==> src/rtl/lfsr_period_monitor_if.sv <==
// Result channel of the LFSR period monitor: valid/ready handshake carrying
// the measured period and its status flags.
interface lfsr_period_monitor_if #(
  parameter int CW = 4
);
  logic          res_valid;
  logic          res_ready;
  logic [CW-1:0] period;
  logic          maximal;
  logic          lockup;
  logic          timeout;

  modport master (
    output res_valid, period, maximal, lockup, timeout,
    input  res_ready
  );

  modport slave (
    input  res_valid, period, maximal, lockup, timeout,
    output res_ready
  );
endinterface

==> src/rtl/lfsr_period_monitor.sv <==
// Measures the recurrence period of an upstream LFSR state: captures a reference
// on the first enabled sample, counts enabled samples until it recurs, then reports.
module lfsr_period_monitor #(
  parameter  int WIDTH   = 3,
  parameter  int TIMEOUT = 2**WIDTH,
  localparam int CW      = $clog2(TIMEOUT+1)
) (
  input  logic                  clk,
  input  logic                  reset,
  input  logic                  start,
  input  logic                  enable,
  input  logic [WIDTH-1:0]      lfsr_in,
  output logic                  busy,
  lfsr_period_monitor_if.master res
);

  localparam logic [1:0] S_IDLE    = 2'd0;
  localparam logic [1:0] S_CAPTURE = 2'd1;
  localparam logic [1:0] S_RUN     = 2'd2;
  localparam logic [1:0] S_DONE    = 2'd3;

  logic [1:0]       r_state;
  logic [WIDTH-1:0] r_ref;
  logic [CW-1:0]    r_cnt;
  logic [CW-1:0]    r_period;
  logic             r_busy;
  logic             r_res_valid;
  logic             r_maximal;
  logic             r_lockup;
  logic             r_timeout;

  logic w_match;
  logic w_zero;
  logic w_cnt_end;
  logic w_cnt_max;

  assign w_match   = (lfsr_in == r_ref);
  assign w_zero    = (lfsr_in == '0);
  assign w_cnt_end = (r_cnt == CW'(TIMEOUT));
  assign w_cnt_max = (r_cnt == CW'(2**WIDTH - 1));

  always_ff @(posedge clk or negedge reset) begin
    if (!reset) begin
      r_state     <= S_IDLE;
      r_ref       <= '0;
      r_cnt       <= '0;
      r_period    <= '0;
      r_busy      <= 1'b0;
      r_res_valid <= 1'b0;
      r_maximal   <= 1'b0;
      r_lockup    <= 1'b0;
      r_timeout   <= 1'b0;
    end else begin
      case (r_state)
        S_IDLE: begin
          if (start) begin
            r_state   <= S_CAPTURE;
            r_busy    <= 1'b1;
            r_period  <= '0;
            r_maximal <= 1'b0;
            r_lockup  <= 1'b0;
            r_timeout <= 1'b0;
          end
        end
        S_CAPTURE: begin
          // An all-zero reference can never advance, so report lock-up at once.
          if (enable) begin
            r_ref <= lfsr_in;
            if (w_zero) begin
              r_lockup    <= 1'b1;
              r_period    <= '0;
              r_busy      <= 1'b0;
              r_res_valid <= 1'b1;
              r_state     <= S_DONE;
            end else begin
              r_cnt   <= CW'(1);
              r_state <= S_RUN;
            end
          end
        end
        S_RUN: begin
          if (enable) begin
            if (w_match) begin
              r_period    <= r_cnt;
              r_maximal   <= w_cnt_max;
              r_busy      <= 1'b0;
              r_res_valid <= 1'b1;
              r_state     <= S_DONE;
            end else if (w_cnt_end) begin
              r_timeout   <= 1'b1;
              r_period    <= '0;
              r_busy      <= 1'b0;
              r_res_valid <= 1'b1;
              r_state     <= S_DONE;
            end else begin
              r_cnt <= r_cnt + CW'(1);
            end
          end
        end
        S_DONE: begin
          // Result fields stay frozen here; start is deliberately not looked at.
          if (res.res_ready) begin
            r_res_valid <= 1'b0;
            r_state     <= S_IDLE;
          end
        end
        default: r_state <= S_IDLE;
      endcase
    end
  end

  assign busy          = r_busy;
  assign res.res_valid = r_res_valid;
  assign res.period    = r_period;
  assign res.maximal   = r_maximal;
  assign res.lockup    = r_lockup;
  assign res.timeout   = r_timeout;

endmodule

==> src/flat_wrapper.sv <==
// flat-port wrapper written by rule: the top's interface ports become plain ports
module lfsr_period_monitor_flat 
#(
  parameter  int WIDTH   = 3,
  parameter  int TIMEOUT = 2**WIDTH,
  localparam int CW      = $clog2(TIMEOUT+1)
)
  (clk, reset, start, enable, lfsr_in, busy, res_res_valid, res_period, res_maximal, res_lockup, res_timeout, res_res_ready);
  lfsr_period_monitor_if #(.CW((4))) res_i ();
  input  logic clk;
  input  logic reset;
  input  logic start;
  input  logic enable;
  input  logic [WIDTH-1:0] lfsr_in;
  output logic busy;
  output wire logic [$bits(res_i.res_valid)-1:0] res_res_valid;
  output wire logic [$bits(res_i.period)-1:0] res_period;
  output wire logic [$bits(res_i.maximal)-1:0] res_maximal;
  output wire logic [$bits(res_i.lockup)-1:0] res_lockup;
  output wire logic [$bits(res_i.timeout)-1:0] res_timeout;
  input wire logic [$bits(res_i.res_ready)-1:0] res_res_ready;
  assign res_res_valid = res_i.res_valid;
  assign res_period = res_i.period;
  assign res_maximal = res_i.maximal;
  assign res_lockup = res_i.lockup;
  assign res_timeout = res_i.timeout;
  assign res_i.res_ready = res_res_ready;
  lfsr_period_monitor #(.WIDTH(WIDTH), .TIMEOUT(TIMEOUT)) u_core (.clk(clk), .reset(reset), .start(start), .enable(enable), .lfsr_in(lfsr_in), .busy(busy), .res(res_i));
endmodule
==> config.mk <==
export PLATFORM = sky130hd
export DESIGN_NAME = lfsr_period_monitor_flat
export DESIGN_NICKNAME = d
export VERILOG_FILES = /design/src/rtl/lfsr_period_monitor_if.sv /design/src/rtl/lfsr_period_monitor.sv /design/src/flat_wrapper.sv
export SDC_FILE = /design/constraint.sdc
export NUM_CORES = 1
export LEC_CHECK = 0
export BUFFER_PORTS_ARGS = -buffer_cell sky130_fd_sc_hd__buf_2
export CAP_MARGIN = 10
export CORE_MARGIN = 4
export CORE_UTILIZATION = 55
export CTS_BUF_LIST = sky130_fd_sc_hd__clkbuf_8
export DETAILED_ROUTE_END_ITERATION = 6
export PLACE_DENSITY = 0.78
export SETUP_SLACK_MARGIN = 0.5
export SLEW_MARGIN = 40
export SYNTH_ARGS = -nofsm -noshare
export SYNTH_HDL_FRONTEND = slang
export SYNTH_SLANG_ARGS = --single-unit
==> constraint.sdc <==
create_clock -name clk -period 3.4 [get_ports clk]
set_input_delay 0.68 -clock clk [delete_from_list [all_inputs] [get_ports clk]]
set_output_delay 0.68 -clock clk [all_outputs]
set_load 0.005 [all_outputs]
* After elaboration in Yosys (flattened, before gate mapping)
Index checks and enable logic that the tools add are counted.
** Operators by class
- Add/subtract/negate cells :: 1
- Multiply operators :: 0
- Div/mod/pow operators :: 0
- Order comparisons :: 0
- Equal/unequal tests :: 17
- Shifts and indexed selects :: 0
- Muxes and demuxes :: 43
- Bitwise gates (word level) :: 0
- Reduce and logical (&&, ||, !) cells :: 15
** Operator list (count)
- two-way mux 4 bit :: 11
- two-way mux 1 bit :: 18
- AND reduction 6 bit :: 3
- != test 2 bit, second input constant :: 7
- two-way mux 2 bit :: 6
- case mux 4 bit (3 select lines) :: 1
- AND reduction 5 bit :: 2
- case mux 2 bit (4 select lines) :: 1
- case mux 4 bit (2 select lines) :: 1
- AND reduction 4 bit :: 2
- != test 2 x 1 -> 1 bit, second input constant :: 3
- case mux 1 bit (2 select lines) :: 3
- case mux 1 bit (3 select lines) :: 2
- nonzero test 2 bit :: 3
- nonzero test 3 bit :: 2
- adder 4 x 1 -> 4 bit, second input constant :: 1
- == test 2 bit, second input constant :: 2
- == test 4 x 3 -> 1 bit, second input constant :: 1
- == test 4 bit, second input constant :: 1
- == test 3 bit :: 1
- logical NOT 3 bit :: 1
- != test 3 x 1 -> 1 bit, second input constant :: 1
- == test 2 x 1 -> 1 bit, second input constant :: 1
- logical NOT 2 bit :: 1
- AND reduction 2 bit :: 1
** Storage, ports and cells
- Register bits :: 18
- Bits in latches :: 0
- Bits in writable memories :: 0
- Memory bits (read-only) :: 0
- Input bits :: 8
- Output and inout bits :: 9
- Memories kept :: 0

* Depth between registers and ports, before layout
Gate-level depths: netlist of run 1.
- Depth after elaboration :: 5
- Depth in mapped cells :: 7

* Least setup slack after synthesis of run 1
Ideal clock, no wire load.
- Path type :: in2reg
- Start :: input port lfsr_in[2]
- End :: register u_core.r_period[0], in the netlist u_core.res.period[0]
- Setup time :: 0.125 ns
- Arrival time :: 1.808 ns
- Data required time :: 3.275 ns
- Slack :: 1.467 ns
- Stages :: 4
- Path buffers :: 0
- Cell sequence :: xor2_1 > nor4b_2 > o21a_2 > mux2_2
** On the way
- Cells in the longest elaborated chain, start to end :: 4
- Elaborated cells between the ends (all ways) :: 8
- Those cells by class :: 3 x eq/ne; 3 x mux; 2 x reduce/logical
** Ends and longest elaborated chain
- from (decl) :: line flat_wrapper.sv:14 : input logic [WIDTH-1:0] lfsr_in;
- == test 3 bit :: line lfsr_period_monitor.sv:37 : assign w_match = (lfsr_in == r_ref);
- two-way mux 4 bit :: line lfsr_period_monitor.sv:83 : if (w_match) begin
- two-way mux 4 bit :: line lfsr_period_monitor.sv:82 : if (enable) begin
- case mux 4 bit (3 select lines) :: line lfsr_period_monitor.sv:54 : case (r_state)
- to (signal assigned) :: line lfsr_period_monitor.sv:84 : r_period <= r_cnt;
- to (decl) :: line lfsr_period_monitor.sv:25 : logic [CW-1:0] r_period;
Several ways; a longest one is shown, not always the timed one. The select of a mux whose other input is x is not followed.
A chain may end at the register's enable or synchronous reset.

* Worst setup path in the final report of run 1
- Start :: register u_core.r_state[0]
- End :: register u_core.r_period[1], in the netlist u_core.res.period[1]
** On the way
- Cells in the longest elaborated chain, start to end :: 3
- Elaborated cells between the ends (all ways) :: 11
- Those cells by class :: 7 x eq/ne; 1 x mux; 3 x reduce/logical
** Ends and longest elaborated chain
- from (decl) :: line lfsr_period_monitor.sv:22 : logic [1:0] r_state;
- from (signal assigned) :: line lfsr_period_monitor.sv:44 : r_state <= S_IDLE;
- from (signal assigned) :: line lfsr_period_monitor.sv:57 : r_state <= S_CAPTURE;
- from (signal assigned) :: line lfsr_period_monitor.sv:74 : r_state <= S_DONE;
- == test 2 bit, or another cell as far along :: line lfsr_period_monitor.sv:54
- != test 3 x 1 -> 1 bit (no source line), or another cell as far along
- AND reduction 6 bit (no source line)
Several ways; a longest one is shown, not always the timed one.

==> results of run 1 <==
-- layout by cell type (no fill, tap or decap), types with 2 or more instances in the layout --
cell type	synthesis	final
ha_1	8	8
xor2_1	3	3
nor3_1	5	5
nor2b_1	2	2
a21oi_1	2	2
buf_2	1	16
mux2i_1	6	6
nor4_1	2	2
a2bb2oi_1	2	2
clkbuf_8	0	4
nand2_1	5	5
o21ai_0	5	5
nor2_1	4	4
and3_2	3	3
dfrtp_1	18	18
inv_1	10	10
o211ai_1	2	2
mux2_2	7	7
-- kinds of logic (layout without fill, tap and decap cells) --
group,after synthesis,in the layout
flops,18,18
compound gates,23,23
simple gates,28,28
buf+inv,12,30
fa+ha+maj,8,8
mux,13,13
xor+xnor,3,3
-- area by class of cell --
type | count | area share (%)
clock buffers | 4 | 4.37
inverters | 10 | 2.98
well taps | 25 | 2.48
multi-input cells | 75 | 48.1
flip-flops and latches | 18 | 35.7
repair buffers | 16 | 6.36
-- state kept, by name (all words and copies together), names as in the netlist --
name / cells
u_core.res.timeout: 1
u_core.r_cnt: 4
u_core.res.period: 4
u_core.busy: 1
u_core.res.res_valid: 1
u_core.r_state: 2
u_core.r_ref: 3
u_core.res.lockup: 1
u_core.res.maximal: 1
-- metal layers --
metal	global-route usage, %	part of all wire [%]	vias up
li1	-	-	416
met1	25.4	53	393
met2	26.4	42	19
met3	3.99	4.0	5
met4	8.09	1.4	0
met5	0	0	-
-- power by group through the flow --
| stage | clock network, mW | logic, mW | registers (mW) |
|---|---|---|---|
| floorplan | 0 | 0.400 | 0.310 |
| global placement | 0 | 0.495 | 0.316 |
| detailed placement | 0 | 0.506 | 0.317 |
| CTS | 0.180 | 0.515 | 0.313 |
| global route | 0.191 | 0.577 | 0.322 |
| finish | 0.178 | 0.516 | 0.314 |
-- critical path, cell delays in order (launching register included) --
cell and delay, ns:
dfrtp_1 0.42, inv_1 0.12, ha_1 0.37, o21ba_2 0.27
a21oi_1 0.33, o21a_2 0.30, mux2_2 0.36
-- path summary, 6_finish.rpt --
check,to,slack [ns],cells past startpoint
setup / recovery,u_core.res.period[1],1.12,6
hold / removal,u_core.res.period[1],0.34,1
setup reg to reg,u_core.res.period[1],1.12,6
hold reg to reg,u_core.res.res_valid,0.50,1
max in group asynchronous,u_core.res.lockup,2.77,1
min in group clk,u_core.res.res_valid,0.50,1
==> flow_summary.json, run 1 <==
{
  "status": "finished, final reports clean",
  "die_area_mm2": 0.00278,
  "post_synth.cell_area_avg_um2": 10.5,
  "io_pins": 17,
  "drt_wl_total_mm": 2.12,
  "core_region_area_mm2": 0.00182,
  "leakagePower_nw": 0.595,
  "switching_power_uw": 413,
  "grt_max_degree": 19,
  "drc": 0,
  "regArea_um2": 450,
  "setup_violations": 0,
  "r2r-start": "u_core.r_state[0]",
  "period_share_pct": 67.0,
  "diodes": 0,
  "finalWeightedCongestion": 0.879,
  "crit_path_max_fanout": 13,
  "rows": 15,
  "area_growth_pct": 14.3,
  "combPwrFrac_pct": 51.2,
  "max-slew-margin-rel_pct": 56.4,
  "antenna_found_initial": 0,
  "sw_frac_of_total_pct": 40.9,
  "grt_pass1_vias": 815,
  "cts_root_buf": "clkbuf_8",
  "dp.cells": 144,
  "synthMuxAreaShare_pct": 12.6,
  "start_kind": "flop",
  "clkPwrFrac_pct": 17.6,
  "drtIter0Drc": 12,
  "clk_latency_ns": 0.25,
  "ys_async_sr_fraction_pct": 100,
  "firstDrtPassIters": 4,
  "synth-compound-area-share_pct": 15.7,
  "dr_total_vias": 833,
  "yosys-top-cells-count": "18 x dfrtp_1, 10 x inv_1, 8 x ha_1",
  "drv_cap": 0,
  "dpl_cell_area_mm2": 0.00120,
  "synth_seq_area_share_pct": 40.9,
  "final_util_pct": 69.2,
  "yosys.area.top_type": "dfrtp_1",
  "final_cell_area_mm2": 0.00126,
  "ir_drop_uv": 458,
  "fmax_mhz": 439,
  "start_util_pct": 60.5,
  "hold_path_class": "input port to async pin",
  "synth_ff_type": "dfrtp_1",
  "arrival_ns": 2.42,
  "ys_types": 37,
  "synth_xor_xnor_area_share_pct": 2.38,
  "yosys.cell_count.top_type": "dfrtp_1",
  "synth_top_family_by_area": "compound AO/OA/AOI/OAI gates",
  "track_usage_pct": 18.2,
  "cts_setup_buffers": 0,
  "vias_per_cell": 5.63,
  "startpoint": "u_core.r_state[0]",
  "layout-drive-gt1-share_pct": 30.1,
  "multi_input_area_um2": 606,
  "hold_buffers": 0,
  "post_cts_resized": 0,
  "synth_top_area_share_pct": 40.9,
  "syn_area_mm2": 0.00110,
  "worstSetupPathType": "flop to flop",
  "numCtsBuffers": 3,
  "synth-edff-count": 0,
  "hold_viol": 0,
  "synth_cells": 105,
  "cts_max_level": 1,
  "ant_nets": 0,
  "post-route-min-period_ns": 2.28,
  "cts_sinks": 18,
  "skew_ns": 0.00454,
  "ys_top_cells_by_area": "dfrtp_1 41%, ha_1 9.1%, mux2_2 7.2%",
  "final.setup.tns_ns": 0,
  "grt_pass1_wl_mm": 3.71,
  "powerDensity_mw_per_mm2": 800,
  "end_kind": "flop",
  "fin_ws_ns": 1.12,
  "die_h_um": 52.8,
  "synth_nets": 121,
  "clk_pin_slew_ns": 0.07,
  "final_cells": 148,
  "synthSimpleGateAreaFrac_pct": 15.2,
  "max_slew.worst_pin.slew_ns": 0.646,
  "dieWidth_um": 52.8,
  "fin_nets": 140,
  "nFillCells": 147,
  "crit_required_ns": 3.54,
  "p_seq_share_pct": 31.1,
  "hold_ws_ns": 0.342,
  "grt_overflow": 0,
  "ys_ff_latch": 18,
  "synth-adder-area-share_pct": 9.08,
  "dp_hpwl_mm": 1.54,
  "p_int_uw": 595,
  "power.total_mw": 1.01,
  "detail_route.wl_per_cell_um": 14.3,
  "cts_buffer_depth": 2,
  "cts_tree": "yes",
  "yosys_warnings": 0,
  "rsz0062_at_grt": "false",
  "post-place-ws_ns": 1.15,
  "port-buffer-count": 16,
  "slew_violations": 0
}
Note: power is estimated with default switching activity, not from simulation.
==> inputs of run 2 (changes only) <==
Clock period 3.4 ns to 2.1 ns, I/O delays scaled along.
==> flow_summary.json, run 2 (synthesized netlist as in run 1, its figures left out) <==
{
  "status": "finished, final reports clean",
  "slowest_delay_ns": 0.43,
  "dr_total_vias": 1039,
  "drv_cap": 0,
  "die_h_um": 52.8,
  "dp.cells": 147,
  "worstSetupPathType": "flop to flop",
  "layout-drive-gt1-share_pct": 56.8,
  "period_share_pct": 82.3,
  "clk_latency_ns": 0.25,
  "end_kind": "flop",
  "slowest_stage": "dfrtp_2",
  "clk_pin_slew_ns": 0.07,
  "grt_pass1_wl_mm": 4.87,
  "powerDensity_mw_per_mm2": 1460,
  "cts_sinks": 18,
  "rsz0062_at_grt": "true",
  "max_slew.worst_pin.slew_ns": 0.597,
  "final_cells": 171,
  "detail_route.wl_per_cell_um": 20.7,
  "post-route-min-period_ns": 1.73,
  "fmax_mhz": 579,
  "drc": 0,
  "cts_root_buf": "clkbuf_8",
  "fin_nets": 164,
  "track_usage_pct": 24.5,
  "ff2ff_setup_slack_ns": 0.37,
  "r2r-end": "u_core.res.period[3]",
  "io_pins": 17,
  "hold_viol": 0,
  "grt_pass1_vias": 1002,
  "regArea_um2": 453,
  "cts_buffer_depth": 2,
  "ir_drop_uv": 1120,
  "hold_buffers": 0,
  "final_common_cell": "buf_4",
  "start_util_pct": 60.5,
  "antenna_found_initial": 0,
  "ant_nets": 0,
  "area_growth_pct": 51.1,
  "die_area_mm2": 0.00278,
  "cts_max_level": 1,
  "numCtsBuffers": 3,
  "max-slew-margin-rel_pct": 60.0,
  "finalWeightedCongestion": 0.840,
  "crit_required_ns": 2.24,
  "setup_violations": 0,
  "crit_chain": "clkinv_4 -> ha_4 -> o21ba_4 -> a21oi_4 -> o21a_4 -> mux2_4",
  "dieWidth_um": 52.8,
  "reg2reg_depth": 6,
  "r2r-start": "u_core.r_state[0]",
  "skew_ns": 0.00555,
  "mostFrequentLayoutCells": "19 x buf_4, 16 x buf_2, 16 x dfrtp_1, 6 x inv_1, 6 x mux2i_1",
  "final.setup.tns_ns": 0,
  "arrival_ns": 1.87,
  "crit_path_max_fanout": 5,
  "leakagePower_nw": 0.754,
  "nFillCells": 64,
  "multi_input_area_um2": 816,
  "vias_per_cell": 6.08,
  "hold_path_class": "input port to async pin",
  "grt_max_degree": 19,
  "dp_hpwl_mm": 1.72,
  "power.total_mw": 2.44,
  "port-buffer-count": 16,
  "final_util_pct": 91.5,
  "start_kind": "flop",
  "firstDrtPassIters": 4,
  "grt_overflow": 0,
  "slew_violations": 0,
  "diodes": 0,
  "drt_wl_total_mm": 3.53,
  "cts_tree": "yes",
  "rows": 15,
  "core_region_area_mm2": 0.00182,
  "drtIter0Drc": 24
}
-- run 2: changes by cell type in the layout (fill, tap and decap cells not counted), sizes merged --
cell	before	now
clkinv	0	1
clkbuf	4	3
buf	16	40
inv	10	9
-- run 2: stage by stage --
step	area (um^2)	hold WS (ns)	setup slack, ns
6_report	1670	0.0885	0.372
5_1_grt	1670	0.105	0.314
4_1_cts	1520	0.104	0.432
3_5_place_dp	1290	0.372	0.207
3_3_place_gp	1290	0.368	0.267
2_1_floorplan	1170	0.124	0.414
-- run 2: critical path: cells and delay by family, from the launching register on --
family / cells / cell delay [ns]
adders and majority gates: 1 / 0.20
DFF: 1 / 0.43
buffers and inverters: 1 / 0.12
AOI/OAI and AO/OA: 3 / 0.56
muxes: 1 / 0.30
-- run 2: timing repair --
action,in CTS,in global routing
resized for setup,16,21
endpoints found under the setup margin,13,15
buffers inserted,13,8
pin swaps,5,14
cloned,0,0
-- run 2: worst max path at each step --
stage                            startpoint                   end
after floorplan           u_core.r_state[1]  u_core.res.period[0]
after global placement           lfsr_in[0]  u_core.res.period[3]
after detailed placement  u_core.r_state[0]  u_core.res.period[3]
after CTS                 u_core.r_state[0]  u_core.res.period[3]
after global routing      u_core.r_state[0]    u_core.res.maximal
final                     u_core.r_state[0]  u_core.res.period[3]
-- run 2: layout make-up --
type / instances / share of cell area, %
flip-flops and latches: 18 / 27.2
repair buffers: 40 / 16.8
well taps: 25 / 1.88
multi-input cells: 75 / 49.0
clock buffers: 3 / 2.48
inverters: 10 / 2.70
-- run 2: routing by layer --
| layer | part of all wire [%] | global-route usage [%] | wire [um] | vias to the layer above |
|---|---|---|---|---|
| li1 | - | - | - | 458 |
| met1 | 43 | 31.7 | 1510 | 533 |
| met2 | 51 | 41.5 | 1810 | 44 |
| met3 | 4.9 | 5.70 | 174 | 4 |
| met4 | 0.99 | 5.11 | 35 | 0 |
| met5 | 0 | 0 | 0 | - |
-- run 2: power breakdown --
group	total [mW]	leakage [nW]	internal, mW	switching, mW
Clock	0.241	0.0216	0.127	0.113
Sequential	0.541	0.227	0.442	0.0989
Combinational	1.66	0.505	0.821	0.836
==> inputs of run 3 (changes only) <==
Clock period 2.1 ns to 1.7 ns, I/O delays scaled along.
==> flow_summary.json, run 3 (synthesized netlist as in run 1, its figures left out) <==
{
  "status": "complete, but fails checks",
  "violations": "negative hold slack, negative setup slack",
  "area_growth_pct": 56.6,
  "port-buffer-count": 16,
  "powerDensity_mw_per_mm2": 1890,
  "die_h_um": 52.8,
  "finalWeightedCongestion": 0.853,
  "worstSetupPathType": "flop to flop",
  "crit_chain": "clkinv_4 -> ha_4 -> nor2b_4 -> buf_6 -> nor3_1 -> o21ai_1 -> a2bb2oi_1",
  "rows": 15,
  "reg2reg_depth": 7,
  "rsz0062_at_grt": "true",
  "ant_nets": 0,
  "post-place-ws_ns": -0.0903,
  "leakagePower_nw": 0.772,
  "core_region_area_mm2": 0.00182,
  "io_pins": 17,
  "drv_cap": 0,
  "dpl_cell_area_mm2": 0.00142,
  "mostFrequentLayoutCells": "23 x buf_4, 16 x buf_2, 13 x dfrtp_1, 7 x inv_1, 5 x dfrtp_2",
  "hold_viol": 9,
  "cts_buffer_depth": 2,
  "die_area_mm2": 0.00278,
  "drtIter0Drc": 95,
  "diodes": 0,
  "fin_nets": 167,
  "crit_path_max_fanout": 5,
  "final_cell_area_mm2": 0.00173,
  "hold_ws_ns": -0.00571,
  "dieWidth_um": 52.8,
  "track_usage_pct": 28.1,
  "ir_drop_uv": 1480,
  "drt_wl_total_mm": 4.21,
  "drc": 0,
  "cts_root_buf": "clkbuf_8",
  "dp_hpwl_mm": 2.06,
  "ff2ff_setup_slack_ns": -0.11,
  "slew_violations": 0,
  "clk_pin_slew_ns": 0.07,
  "grt_pass1_wl_mm": 5.36,
  "nFillCells": 49,
  "start_kind": "flop",
  "max_slew.worst_pin.slew_ns": 0.558,
  "path_buf_inv": 2,
  "firstDrtPassIters": 6,
  "detail_route.wl_per_cell_um": 24.0,
  "max-slew-margin-rel_pct": 62.5,
  "grt_pass1_vias": 1046,
  "start_util_pct": 60.5,
  "fmax_mhz": 551,
  "dr_total_vias": 1176,
  "r2r-start": "u_core.r_state[0]",
  "r2r-end": "u_core.r_state[0]",
  "grt_max_degree": 19,
  "grt_overflow": 0,
  "setup_violations": 10,
  "slowest_stage": "dfrtp_2",
  "cts_max_level": 1,
  "post-route-min-period_ns": 1.81,
  "arrival_ns": 1.97,
  "layout-drive-gt1-share_pct": 60.7,
  "startpoint": "u_core.r_state[0]",
  "fin_ws_ns": -0.114,
  "hold_path_class": "input port to async pin",
  "vias_per_cell": 6.72,
  "skew_ns": 0.00669,
  "cts_tree": "yes",
  "multi_input_area_um2": 848,
  "antenna_found_initial": 0,
  "period_share_pct": 107,
  "regArea_um2": 457,
  "slowest_delay_ns": 0.46,
  "numCtsBuffers": 3,
  "crit_required_ns": 1.86,
  "cts_sinks": 18,
  "final_common_cell": "buf_4",
  "end_kind": "flop",
  "cp_top_family": "flip-flops",
  "clk_latency_ns": 0.26
}
run 3: cell types whose count changed in the layout (fill, tap and decap cells not counted), sizes merged:
cell	before	now
buf	40	43
inv	9	10
run 3: routing by layer:
| layer | GRT usage, % | vias to the layer above | part of all wire, % |
|---|---|---|---|
| li1 | - | 468 | - |
| met1 | 31.5 | 561 | 36 |
| met2 | 51.2 | 109 | 47 |
| met3 | 8.26 | 38 | 9.8 |
| met4 | 7.23 | 0 | 7.0 |
| met5 | 0 | - | 0 |
run 3: how the worst max path moves through the flow:
| stage | endpoint | cells after the start |
|---|---|---|
| 6_report | u_core.r_state[0] | 7 |
| 2_1_floorplan | u_core.res.period[0] | 6 |
| 3_5_place_dp | u_core.res.period[1] | 5 |
| 5_1_grt | u_core.r_cnt[2] | 6 |
| 3_3_place_gp | u_core.res.period[1] | 5 |
| 4_1_cts | u_core.r_cnt[1] | 6 |
run 3: repair_timing:
action / in CTS / in global routing
cloned: 0 / 0
hold buffers: 0 / 0
buffers inserted: 4 / 5
gates resized for setup: 15 / 23
setup endpoints to repair: 18 / 18
pin swaps: 7 / 10
run 3: final cells by class:
| type | instances | share of cell area [%] |
|---|---|---|
| Inverter | 10 | 2.75 |
| Multi-Input combinational cell | 75 | 49.1 |
| Clock buffer | 3 | 2.39 |
| Timing Repair Buffer | 43 | 17.2 |
| Sequential cell | 18 | 26.4 |
| Clock inverter | 1 | 0.217 |
| Tap cell | 25 | 1.81 |
run 3: power breakdown:
group | internal, mW | switching, mW | leakage [nW]
combinational | 1.12 | 1.14 | 0.521
clock | 0.161 | 0.144 | 0.0269
sequential | 0.553 | 0.152 | 0.224
run 3: metrics by stage:
| stage | util [%] | TNS [ns] | total power [mW] | instances | hold WS [ns] |
|---|---|---|---|---|---|
| floorplan | - | 0 | 1.62 | 105 | 0.0444 |
| global route | 94.8 | -0.764 | 3.42 | 175 | 0.0195 |
| detailed placement | 77.9 | -0.407 | 2.13 | 162 | 0.291 |
| global placement | 77.9 | 0 | 2.06 | 162 | 0.291 |
| CTS | 86.2 | 0 | 2.62 | 170 | 0.0142 |
| finish | 94.8 | -0.594 | 3.27 | 175 | -0.00571 |
run 3: worst reg2reg max path, delay by kind of cell, from the launching register on:
| family | cells | cell delay (ns) |
|---|---|---|
| AO/OA/AOI/OAI | 2 | 0.42 |
| adder cells (fa/ha/maj) | 1 | 0.18 |
| AND/OR/NAND/NOR | 2 | 0.40 |
| flip-flops | 1 | 0.46 |
| buffers and inverters | 2 | 0.26 |
